**config.mk**
```make
export PLATFORM = sky130hd
export DESIGN_NAME = traffic_light_monitor_flat
export DESIGN_NICKNAME = d
export VERILOG_FILES = /design/src/rtl/traffic_light_monitor_if.sv /design/src/rtl/traffic_light_monitor.sv /design/src/flat_wrapper.sv
export SDC_FILE = /design/constraint.sdc
export NUM_CORES = 1
export LEC_CHECK = 0
export BUFFER_PORTS_ARGS = -buffer_cell sky130_fd_sc_hd__buf_2
export CORE_MARGIN = 2
export CORE_UTILIZATION = 25
export CTS_CLUSTER_DIAMETER = 100
export DETAILED_ROUTE_END_ITERATION = 10
export PLACE_DENSITY_LB_ADDON = 0.25
export SLEW_MARGIN = 20
export SYNTH_ARGS = -nofsm -noshare
export SYNTH_HDL_FRONTEND = slang
export SYNTH_SLANG_ARGS = --single-unit
```
**constraint.sdc**
```tcl
create_clock -name clk -period 3.8 [get_ports clk]
set_clock_uncertainty 0.2 [all_clocks]
set_input_delay 0 -clock clk [delete_from_list [all_inputs] [get_ports clk]]
set_output_delay 0 -clock clk [all_outputs]
set_load 0.03 [all_outputs]
```
**src/rtl/traffic_light_monitor_if.sv**
```systemverilog
// traffic_light_monitor_if: lamp observations in, decoded phase and error status out
interface traffic_light_monitor_if #(parameter int CNT_W = 8);
  logic             red;
  logic             yellow;
  logic             green;
  logic             err_clr;
  logic [1:0]       phase;
  logic             phase_valid;
  logic             seq_err;
  logic             illegal;
  logic             err_sticky;
  logic             stuck;
  logic [CNT_W-1:0] cycle_count;
  modport master (
    output red, yellow, green, err_clr,
    input  phase, phase_valid, seq_err, illegal, err_sticky, stuck, cycle_count
  );
  modport slave (
    input  red, yellow, green, err_clr,
    output phase, phase_valid, seq_err, illegal, err_sticky, stuck, cycle_count
  );
endinterface

```
**src/rtl/traffic_light_monitor.sv**
```systemverilog
// traffic_light_monitor: checks lamp patterns against RED->RED_YEL->GREEN->YEL; TLM_DWELL_CHECK_EN adds stuck-phase detection
module traffic_light_monitor #(
  parameter int CNT_W     = 8,
  parameter int MAX_DWELL = 16
) (
  input logic clk,
  input logic rst,
  traffic_light_monitor_if.slave bus
);
  typedef enum logic [2:0] {
    S_RED   = 3'd0,
    S_RY    = 3'd1,
    S_GREEN = 3'd2,
    S_YEL   = 3'd3,
    SYNC    = 3'd4
  } state_t;
  if (MAX_DWELL < 1) begin : g_bad_dwell
    $error("MAX_DWELL must be at least 1");
  end
  state_t           state_q, state_d;
  logic [1:0]       phase_q, phase_d;
  logic             phase_valid_q, phase_valid_d;
  logic             seq_err_q, seq_err_d;
  logic             illegal_q, illegal_d;
  logic             err_sticky_q, err_sticky_d;
  logic [CNT_W-1:0] cycle_count_q, cycle_count_d;
  logic [2:0]       pat;
  logic             lgl, in_sync, same, wrap;
  logic [1:0]       pp, cur;
  assign pat     = {bus.red, bus.yellow, bus.green};
  assign in_sync = state_q == SYNC;
  assign cur     = state_q[1:0];
  // Decode the lamp pattern and compute the next state and registered outputs
  always_comb begin
    lgl           = pat == 3'b100 || pat == 3'b110 || pat == 3'b001 || pat == 3'b010;
    pp            = pat == 3'b100 ? 2'd0 : pat == 3'b110 ? 2'd1 : pat == 3'b001 ? 2'd2 : 2'd3;
    same          = lgl && !in_sync && pp == cur;
    wrap          = lgl && !in_sync && cur == 2'd3 && pp == 2'd0;
    state_d       = lgl ? state_t'({1'b0, pp}) : SYNC;
    phase_d       = lgl ? pp : phase_q;
    phase_valid_d = lgl;
    illegal_d     = !lgl;
    seq_err_d     = lgl && !in_sync && pp != cur && pp != cur + 2'd1;
    err_sticky_d  = (err_sticky_q && !bus.err_clr) || seq_err_d || illegal_d;
    cycle_count_d = cycle_count_q + CNT_W'(wrap);
  end
  // State and output registers
  always_ff @(posedge clk or posedge rst) begin
    if (rst) begin
      state_q       <= SYNC;
      phase_q       <= 2'd0;
      phase_valid_q <= 1'b0;
      seq_err_q     <= 1'b0;
      illegal_q     <= 1'b0;
      err_sticky_q  <= 1'b0;
      cycle_count_q <= '0;
    end else begin
      state_q       <= state_d;
      phase_q       <= phase_d;
      phase_valid_q <= phase_valid_d;
      seq_err_q     <= seq_err_d;
      illegal_q     <= illegal_d;
      err_sticky_q  <= err_sticky_d;
      cycle_count_q <= cycle_count_d;
    end
  end
`ifdef TLM_DWELL_CHECK_EN
  localparam int DW = $clog2(MAX_DWELL + 2);
  localparam logic [DW-1:0] DMAX = DW'(MAX_DWELL);
  logic [DW-1:0] dwell_q, dwell_d;
  logic          stuck_q, stuck_d;
  // Count consecutive samples of the current phase, saturating one past the limit
  always_comb begin
    dwell_d = !lgl ? '0 : same ? (dwell_q > DMAX ? dwell_q : dwell_q + 1'b1) : DW'(1);
    stuck_d = dwell_d > DMAX;
  end
  // Dwell and stuck registers
  always_ff @(posedge clk or posedge rst) begin
    if (rst) begin
      dwell_q <= '0;
      stuck_q <= 1'b0;
    end else begin
      dwell_q <= dwell_d;
      stuck_q <= stuck_d;
    end
  end
  assign bus.stuck = stuck_q;
`else
  assign bus.stuck = 1'b0;
`endif
  assign bus.phase       = phase_q;
  assign bus.phase_valid = phase_valid_q;
  assign bus.seq_err     = seq_err_q;
  assign bus.illegal     = illegal_q;
  assign bus.err_sticky  = err_sticky_q;
  assign bus.cycle_count = cycle_count_q;
endmodule

```
**src/flat_wrapper.sv**
```systemverilog
// flat-port wrapper written by rule: the top's interface ports become plain ports
module traffic_light_monitor_flat 
#(
  parameter int CNT_W     = 8,
  parameter int MAX_DWELL = 16
)
  (clk, rst, bus_red, bus_yellow, bus_green, bus_err_clr, bus_phase, bus_phase_valid, bus_seq_err, bus_illegal, bus_err_sticky, bus_stuck, bus_cycle_count);
  traffic_light_monitor_if #(.CNT_W(CNT_W)) bus_i ();
  input logic clk;
  input logic rst;
  input wire logic [$bits(bus_i.red)-1:0] bus_red;
  input wire logic [$bits(bus_i.yellow)-1:0] bus_yellow;
  input wire logic [$bits(bus_i.green)-1:0] bus_green;
  input wire logic [$bits(bus_i.err_clr)-1:0] bus_err_clr;
  output wire logic [$bits(bus_i.phase)-1:0] bus_phase;
  output wire logic [$bits(bus_i.phase_valid)-1:0] bus_phase_valid;
  output wire logic [$bits(bus_i.seq_err)-1:0] bus_seq_err;
  output wire logic [$bits(bus_i.illegal)-1:0] bus_illegal;
  output wire logic [$bits(bus_i.err_sticky)-1:0] bus_err_sticky;
  output wire logic [$bits(bus_i.stuck)-1:0] bus_stuck;
  output wire logic [$bits(bus_i.cycle_count)-1:0] bus_cycle_count;
  assign bus_i.red = bus_red;
  assign bus_i.yellow = bus_yellow;
  assign bus_i.green = bus_green;
  assign bus_i.err_clr = bus_err_clr;
  assign bus_phase = bus_i.phase;
  assign bus_phase_valid = bus_i.phase_valid;
  assign bus_seq_err = bus_i.seq_err;
  assign bus_illegal = bus_i.illegal;
  assign bus_err_sticky = bus_i.err_sticky;
  assign bus_stuck = bus_i.stuck;
  assign bus_cycle_count = bus_i.cycle_count;
  traffic_light_monitor #(.CNT_W(CNT_W), .MAX_DWELL(MAX_DWELL)) u_core (.clk(clk), .rst(rst), .bus(bus_i));
endmodule
```
==> metrics.md, run 1 <==
| Metric | Value |
|---|---|
| Run status | finished, final reports clean |
| Drt drc | 0 |
| Setup_tns | 0 ps |
| Clock Latency Late Sink | 290 ps |
| Final Worst Setup Slack | 1627 ps |
| LEAKAGE | 0.5254 nW |
| DP Worst Slack | 1620 ps |
| Share of layout cells above drive strength 1 | 0.2632 |
| Hold Path Class | primary input to async pin |
| CTS sink cnt | 17 |
| Final Cycle Share | 0.5719 |
| Post-DRT Antenna Nets | 0 |
| Final Hold Vio Count | 0 |
| Number of synthesized register bits | 17 |
| Via count | 575 |
| Final Non-Filler Cells | 139 |
| Final setup violation count | 0 |
| # IOs | 21 |
| Min Tclk post-route | 2173 ps |
| Vias in the first global route | 532 |
| Diodes inserted | 0 |
| Largest family of logic cells by synthesized area | simple AND/OR/NAND/NOR gates |
| Post-synthesis simple-gate area fraction | 0.1728 |
| CP dominant cell by count | ha_1 |
| Synthesized net count | 79 |
| Clock Pin Slew Worst Setup and Hold Paths | 100 ps |
| Synth area leaders | dfrtp_1, xnor2_1, ha_1 |
| Starting DRT DRC Count | 12 |
| Pwr dens | 368.5 nW/um^2 |
| Count of cell types in the netlist | 28 |
| Post-synthesis mux area share | 0.01235 |
| Most common cell after layout, fill and taps aside | buf_2 |
| Peak VDD IR | 0.1638 mV |
| Synth Area in Compound Gates | 0.06019 |
| Worst Path Max Fanout | 8 |
| YS warnings | 0 |
| Crit path buf inv count | 1 |
| Mapped Area | 810.8 um^2 |
| CP arrival | 2170 ps |
| Critical path type | flop to flop |
| Final GP Congestion | 0.6870 |
| Area growth syn-to-layout | 27.01% |
| Drt first pass iters | 2 |
| Share of the yosys chip area belonging to registers | 0.5262 |
| Syn avg cell area | 11.75 um^2 |
| XOR/XNOR Fraction of Synth Area | 0.1080 |
| Die H | 60.95 um |
| CTS tree | yes |
| Clock Tree Root | clkbuf_4 |
| Vias/cell | 4.137 |
| # nets final | 106 |
| First-pass GRT wire length | 2366 um |
| Slowest CP cell | dfrtp_1 |
| CP Data Required Time | 3790 ps |
| Die Footprint | 3715 um^2 |
| Register-to-Register Setup Slack | 1630 ps |
| Core Area | 3078 um^2 |
| H-tree Lvls | 1 |
| Area share of the leading cell type in the synthesized netlist | 0.4938 |
| Commonest cells after routing, fill and taps aside | buf_2, dfrtp_1, xnor2_1, dlygate4sd3_1 |
| Crit path from | u_core.state_q[0]$_DFF_PP0_ |
| RR Startpoint | u_core.state_q[0]$_DFF_PP0_ |
| Worst-path cell chain | inv_1 > ha_1 > nand2_1 > and4b_1 > ha_1 > and3_1 > nand3_1 > or2_1 > xnor2_1 |
| Total global routing overflow | 0 |
| CTS Buffer Depth | 2 |
| PortBufs | 19 |
| Fmax | 460.2 MHz |
| GRT Util Overall | 0.08871 |
| Inst Count DP | 128 |
| Gate Count Post-Synth | 69 |
| Top Family by Delay on Critical Path | simple AND/OR/NAND/NOR gates |
| Die Wd | 60.95 um |
| Synth area leader | dfrtp_1 |
| CTS buffer count | 3 |
| RSZ-0062 raised after global routing | no |
| WL final | 1422 um |
| Critical Path End Type | flop |
| Site Rows | 20 |
| CP max stage delay | 490 ps |
| Post-CTS setup buffers | 0 |
| Initial Utilization | 0.2634 |
| Max-cap viol count | 0 |
| Largest net degree at the start of global routing | 18 |
| Initial antenna violation count | 0 |
| Critical Path Source Type | flop |
| Fin. max-slew vios | 0 |
| Worst-Margin Slew | 652.9 ps |
| Max transition margin | 0.5643 |
| Wire per inst | 10.23 um |
| Area share of fa/ha/maj cells after synthesis | 0.06173 |
==> per-stage QoR <==
| step | utilization | power [mW] | hold slack, ps | cell area [um^2] |
|---|---|---|---|---|
| 4_1_cts | 0.3346 | 0.3863 | 146.5 | 1030 |
| 6_report | 0.3346 | 0.3795 | 129.1 | 1030 |
| 3_5_place_dp | 0.3028 | 0.2797 | -69.13 | 932.1 |
| 5_1_grt | 0.3346 | 0.4040 | 205.5 | 1030 |
| 3_3_place_gp | 0.3028 | 0.2784 | -72.61 | 932.1 |
| 2_1_floorplan | - | 0.2606 | -274.7 | 810.8 |
==> power by group <==
group / internal [mW] / switching [mW]
clock: 0.0391 / 0.0587
sequential: 0.195 / 0.00801
combinational: 0.0295 / 0.0491
total: 0.264 / 0.116
==> sequential cells by signal, indices dropped and copies added (netlist names) <==
| name | count |
|---|---|
| u_core.bus.cycle_count | 8 |
| u_core.bus.err_sticky | 1 |
| u_core.bus.illegal | 1 |
| u_core.bus.phase | 2 |
| u_core.bus.phase_valid | 1 |
| u_core.bus.seq_err | 1 |
| u_core.state_q | 3 |
==> metal layers <==
layer,track usage,share of wire,vias to the layer above
met3,0.04478,0.071,2
met4,0.01863,0.0056,0
met5,0,0,-
li1,-,-,282
met1,0.1163,0.50,270
met2,0.1321,0.42,21
==> cells in the mapped netlist <==
library cell  number
dfrtp_1           16
xnor2_1            7
ha_1               4
inv_1              4
nand3_1            4
nor2_1             4
xor2_1             3
and2b_1            2
and3_1             2
buf_2              2
nand2_1            2
nand4bb_1          2
o21ai_0            2
a221o_1            1
and4b_1            1
buf_4              1
buf_6              1
conb_1             1
dfstp_2            1
mux2i_1            1
nand2b_1           1
o211ai_1           1
o211ai_2           1
o22a_1             1
or2_1              1
or2b_1             1
or3_1              1
or4bb_1            1
==> area by class of cell <==
class | instances | area, um^2
fill | 328 | 2048
sequential | 17 | 426.7
multi-input combinational | 44 | 340.3
timing repair buffer | 26 | 165.2
tap | 44 | 55.05
clock buffer | 3 | 22.52
inverter | 4 | 15.01
clock inverter | 1 | 5.005
==> logic make-up (layout without fill, tap and decap cells) <==
family | after synthesis | count (layout)
compound gates | 6 | 6
xor+xnor | 10 | 10
fa+ha+maj | 4 | 4
buf+inv | 8 | 34
flops | 17 | 17
mux | 1 | 1
other cells | 1 | 1
simple gates | 22 | 22
==> worst register-to-register path, cell delays in order (launching register included) <==
cell and delay, ps:
dfrtp_1 490, inv_1 70, ha_1 190, nand2_1 80
and4b_1 200, ha_1 180, and3_1 160, nand3_1 110
or2_1 260, xnor2_1 120
==> worst paths after layout <==
check                      cells past startpoint                                  end
min reg2reg                                    1  u_core.bus.cycle_count[7]$_DFF_PP0_
min in group clk                               1  u_core.bus.cycle_count[7]$_DFF_PP0_
max                                            9  u_core.bus.cycle_count[7]$_DFF_PP0_
max reg2reg                                    9  u_core.bus.cycle_count[7]$_DFF_PP0_
max in group asynchronous                      3      u_core.bus.phase[0]$_DFFE_PP0N_
min                                            3         u_core.bus.seq_err$_DFF_PP0_
==> repair_timing <==
| action | CTS | global route |
|---|---|---|
| resized for setup | 0 | 0 |
| hold buffers | 7 | 0 |
| endpoints found under the hold margin | 25 | 0 |
Note: power is estimated with default switching activity, not from simulation.
==> run 2, diff against run 1 <==
Clock period 3.8 ns to 2.27 ns, I/O delays scaled along.
==> run 2 against run 1 <==
  * Clock power rose by 65%
  * Flip-flop and latch count did not move
  * Total power rose by 67%
  * Cell area rose by 0.73%
  * Global-route usage rose by 1.0 points
  * Critical path depth fell by 2
  * Cell count rose by 0.72%
  * Critical endpoint is now u_core.bus.err_sticky$_DFF_PP0_
==> metrics.md, run 2 (synthesis results as in run 1) <==
| Metric | Value |
|---|---|
| Met3 WL | 112 um |
| CTS sink cnt | 17 |
| First-pass GRT wire length | 2622 um |
| Diodes inserted | 0 |
| Crit path from | bus_green |
| Post-DRT Antenna Nets | 0 |
| Hold Path Class | primary input to async pin |
| Initial Utilization | 0.2634 |
| Total global routing overflow | 0 |
| Max-cap viol count | 0 |
| Via count | 561 |
| LEAKAGE | 0.5306 nW |
| Die Footprint | 3715 um^2 |
| Critical Path End Type | flop |
| Largest net degree at the start of global routing | 18 |
| Combinational power share | 0.212 |
| CP Data Required Time | 2250 ps |
| CTS Buffer Depth | 2 |
| H-tree Lvls | 1 |
| Internal power | 442.5 uW |
| Min Tclk post-route | 2141 ps |
| Register-to-Register Setup Slack | 160 ps |
| Max transition margin | 0.5688 |
| Pwr dens | 611.3 nW/um^2 |
| CTS buffer count | 3 |
| Commonest cells after routing, fill and taps aside | buf_2, dfrtp_1, xnor2_1, dlygate4sd3_1 |
| Clock Latency Late Sink | 290 ps |
| PortBufs | 19 |
| Share of layout cells above drive strength 1 | 0.2708 |
| Worst Path Max Fanout | 11 |
| Core Area | 3078 um^2 |
| Max reg flops | 8 |
| Final Cycle Share | 0.9432 |
| Drt drc | 0 |
| Psw | 191.6 uW |
| Critical Path Source Type | primary input |
| RSZ-0062 raised after global routing | no |
| Peak VDD IR | 0.3211 mV |
| M1 WL | 768 um |
| Site Rows | 20 |
| R2r endpoint | u_core.bus.err_sticky$_DFF_PP0_ |
| Sw frac | 0.3022 |
| WL final | 1518 um |
| Vias/cell | 4.007 |
| Setup_tns | 0 ps |
| Fmax | 467.1 MHz |
| Seq pwr share | 0.532 |
| Worst setup path endpoint | u_core.bus.err_sticky$_DFF_PP0_ |
| CP dominant cell by count | dlygate4sd3_1 |
| Clock Tree Root | clkbuf_4 |
| Clock Pin Slew Worst Setup and Hold Paths | 100 ps |
| Slowest CP cell | dlygate4sd3_1 |
| Final GP Congestion | 0.6667 |
| Drt first pass iters | 2 |
| Die H | 60.95 um |
| Run status | finished, final reports clean |
| Worst-path cell chain | dlygate4sd3_1 > buf_2 > or4bb_1 > o211ai_1 > a221o_1 > nand3_1 > dlygate4sd3_1 |
| CTS tree | yes |
| CP max stage delay | 570 ps |
| WL met2 | 628 um |
| Die Wd | 60.95 um |
| Fin. max-slew vios | 0 |
| Final hold slack | 130.2 ps |
| Vias in the first global route | 596 |
| RR Startpoint | u_core.state_q[1]$_DFF_PP0_ |
| Fillcell total | 328 |
| Final setup violation count | 0 |
| Starting DRT DRC Count | 11 |
| Critical path type | primary input to flop |
| Initial antenna violation count | 0 |
| CP arrival | 2120 ps |
| GRT Util Overall | 0.09899 |
| Final Hold Vio Count | 0 |
| # IOs | 21 |
| Area growth syn-to-layout | 27.93% |
| Most common cell after layout, fill and taps aside | buf_2 |
| # nets final | 107 |
| DP HPWL | 1090 um |
| Clock share of power | 0.255 |
| Worst-Margin Slew | 646.0 ps |
| Reg2reg path depth | 5 |
| Max layer used | met4 |
| Wire per inst | 10.84 um |
==> run 2: cell count changes in the layout (fill, tap and decap cells not counted), sizes merged <==
cell | previous run | this run
buf | 19 | 20
==> run 2: worst min-delay path by stage <==
stage | from | endpoint | slack [ps] | depth (start not counted)
after floorplan | rst | u_core.bus.cycle_count[0]$_DFF_PP0_ | -270 | 1
after global placement | rst | u_core.bus.seq_err$_DFF_PP0_ | -80 | 2
after detailed placement | rst | u_core.bus.seq_err$_DFF_PP0_ | -70 | 2
after CTS | rst | u_core.bus.seq_err$_DFF_PP0_ | 150 | 3
after global routing | rst | u_core.state_q[1]$_DFF_PP0_ | 190 | 3
final | rst | u_core.bus.cycle_count[5]$_DFF_PP0_ | 130 | 3
==> run 2: final cells by class <==
| cell class | instances | area (um^2) | area share |
|---|---|---|---|
| Clock buffer | 3 | 22.52 | 0.02171 |
| Clock inverter | 1 | 5.005 | 0.004825 |
| Inverter | 4 | 15.01 | 0.01448 |
| Multi-Input combinational cell | 44 | 340.3 | 0.3281 |
| Sequential cell | 17 | 426.7 | 0.4113 |
| Tap cell | 44 | 55.05 | 0.05308 |
| Timing Repair Buffer | 27 | 172.7 | 0.1665 |
==> run 2: metrics by stage <==
stage                     power (mW)  area (um^2)  std cells  utilization  setup WS (ps)
after floorplan               0.4363        810.8         69            -          240.0
after global placement        0.4663        939.7        129       0.3053          253.1
after detailed placement      0.4693        939.7        129       0.3053          206.3
after CTS                     0.6550         1037        140       0.3370          125.9
after global routing          0.6775         1037        140       0.3370          11.58
final                         0.6341         1037        140       0.3370          129.0
==> run 2: what timing repair did <==
item	in CTS	in global routing
hold buffers	7	0
setup buffers	0	0
endpoints found under the hold margin	24	0
gates resized for setup	0	0
==> run 2: power groups by stage <==
stage                     registers [mW]  logic [mW]  clock network, mW
final                              0.338       0.135              0.162
after global routing               0.340       0.149              0.188
after CTS                          0.338       0.137              0.180
after detailed placement           0.343       0.126                  0
after global placement             0.343       0.123                  0
after floorplan                    0.383      0.0532                  0
==> run 2: layer usage <==
layer / vias to the layer above / track usage
li1: 285 / -
met1: 252 / 0.1248
met2: 22 / 0.1567
met3: 2 / 0.04051
met4: 0 / 0.02795
met5: - / 0
==> run 2: worst max-delay path, delay by kind of cell <==
family                 cells  cell delay, ps
and+or+nand+nor            2             570
buffers and inverters      3            1290
AOI/OAI and AO/OA          2             260
==> run 3, diff against run 2 <==
Settings changed: CORE_ASPECT_RATIO from default to 0.9.
==> run 3 against run 2 <==
  * Non-clock buffer count is the same
  * Total power shrank 0.65%
  * Cell count shrank 1.4%
  * Worst hold slack gained 3.8 ps
  * Count of clock-buffer cells in the layout grew 1
  * Utilization grew 0.083 points
  * Largest cell class unchanged
==> metrics.md, run 3 (synthesis results as in run 1) <==
| Metric | Value |
|---|---|
| RSZ-0062 raised after global routing | no |
| Vias in the first global route | 549 |
| Final Cycle Share | 0.9596 |
| Hold Path Class | primary input to async pin |
| Commonest cells after routing, fill and taps aside | buf_2, dfrtp_1, xnor2_1, dlygate4sd3_1 |
| Run status | finished, final reports clean |
| Crit path buf inv count | 3 |
| Clock Tree Root | clkbuf_4 |
| Post-DRT Antenna Nets | 0 |
| Drt first pass iters | 4 |
| PortBufs | 19 |
| Share of layout cells above drive strength 1 | 0.2604 |
| Initial antenna violation count | 0 |
| Diodes inserted | 0 |
| Drt drc | 0 |
| Max transition margin | 0.5697 |
| Core Area | 3067 um^2 |
| DP HPWL | 1081 um |
| CP Data Required Time | 2250 ps |
| CTS sink cnt | 17 |
| Post-CTS setup buffers | 0 |
| Wire per inst | 10.66 um |
| Die H | 58.03 um |
| Vias/cell | 4.036 |
| CTS buffer count | 3 |
| Clock Pin Slew Worst Setup and Hold Paths | 90 ps |
| Starting DRT DRC Count | 22 |
| Worst Path Max Fanout | 11 |
| CP dominant cell by count | dlygate4sd3_1 |
| Largest net degree at the start of global routing | 18 |
| Max reg flops | 8 |
| Slowest CP cell | dlygate4sd3_1 |
| Final hold slack | 134.0 ps |
| Peak VDD IR | 0.4096 mV |
| Critical Path Source Type | primary input |
| Final Hold Vio Count | 0 |
| Final Cell Area | 1036 um^2 |
| First-pass GRT wire length | 2539 um |
| Die Footprint | 3715 um^2 |
| Area growth syn-to-layout | 27.78% |
| Top Family by Delay on Critical Path | buffers and inverters |
| CTS tree | yes |
| # nets final | 107 |
| CP arrival | 2150 ps |
| # IOs | 21 |
| Fmax | 459.1 MHz |
| CTS Buffer Depth | 2 |
| Most common cell after layout, fill and taps aside | buf_2 |
| Initial Utilization | 0.2644 |
| Setup_tns | 0 ps |
| Pwr dens | 608.1 nW/um^2 |
| Fillcell total | 308 |
| Die Wd | 64.03 um |
| WL final | 1471 um |
| Fin. max-slew vios | 0 |
| H-tree Lvls | 1 |
| GRT Util Overall | 0.09102 |
| Via count | 557 |
| Critical path type | primary input to flop |
| Clock Latency Late Sink | 280 ps |
| Site Rows | 19 |
| Critical Path End Type | flop |
| Placed standard-cell area | 937.1 um^2 |
| Min Tclk post-route | 2178 ps |
| Total global routing overflow | 0 |
| LEAKAGE | 0.5287 nW |
| Max-cap viol count | 0 |
| Final setup violation count | 0 |
| Worst-path cell chain | dlygate4sd3_1 > buf_4 > or4bb_1 > o211ai_1 > a221o_1 > nand3_1 > dlygate4sd3_1 |
| CP max stage delay | 560 ps |
| Final GP Congestion | 0.6737 |
| Worst-Margin Slew | 644.8 ps |
[run 3: changes by cell type in the layout (fill, tap and decap cells not counted), sizes merged]
cell    before  now
clkbuf       3    4
clkinv       1    0
[run 3: layer usage]
layer	part of all wire	track usage	wire, um	vias to the layer above
met2	0.43	0.1280	635	17
met3	0.070	0.04272	103	2
met5	0	0	0	-
li1	-	-	-	284
met4	0.0068	0.02795	10	0
met1	0.49	0.1241	721	254
[run 3: final timing paths]
path,startpoint,to,slack [ps],cells past startpoint
worst max register to register,u_core.state_q[1]$_DFF_PP0_,u_core.bus.err_sticky$_DFF_PP0_,120,5
worst min-delay path,rst,u_core.bus.phase[1]$_DFFE_PP0N_,130,3
max in group asynchronous,rst,u_core.bus.illegal$_DFF_PP0_,1330,3
worst min register to register,u_core.bus.cycle_count[7]$_DFF_PP0_,u_core.bus.cycle_count[7]$_DFF_PP0_,270,1
worst max-delay path,bus_green,u_core.bus.err_sticky$_DFF_PP0_,90,7
min in group clk,u_core.bus.cycle_count[7]$_DFF_PP0_,u_core.bus.cycle_count[7]$_DFF_PP0_,270,1
[run 3: cell type report]
type,count,area (um^2),area share
sequential,17,426.7,0.4118
multi-input combinational,44,340.3,0.3285
timing repair buffer,27,175.2,0.1691
tap,42,52.55,0.05072
clock buffer,4,26.28,0.02536
inverter,4,15.01,0.01449
[run 3: timing repair]
item                                    in CTS  in global routing
hold buffers                                 7                  0
endpoints found under the hold margin       25                  0
resized for setup                            0                  2
endpoints found under the setup margin       0                  1
[run 3: through the flow]
step	power, mW	cells	utilization	setup WS, ps
after floorplan	0.4363	69	-	240.0
after CTS	0.6449	138	0.3370	91.91
after detailed placement	0.4696	127	0.3056	217.7
after global placement	0.4687	127	0.3056	223.6
after global routing	0.6718	138	0.3378	8.819
final	0.6300	138	0.3378	91.82
[run 3: worst min-delay path: cells and delay by family]
kind	cells	cell delay, ps
buffers and inverters	3	1110
[run 3: report_power, final]
group	switching, mW	internal [mW]	leakage (nW)	total [mW]
logic	0.0851	0.0512	0.297	0.136
registers	0.0108	0.327	0.216	0.337
clock network	0.0881	0.0682	0.0150	0.156
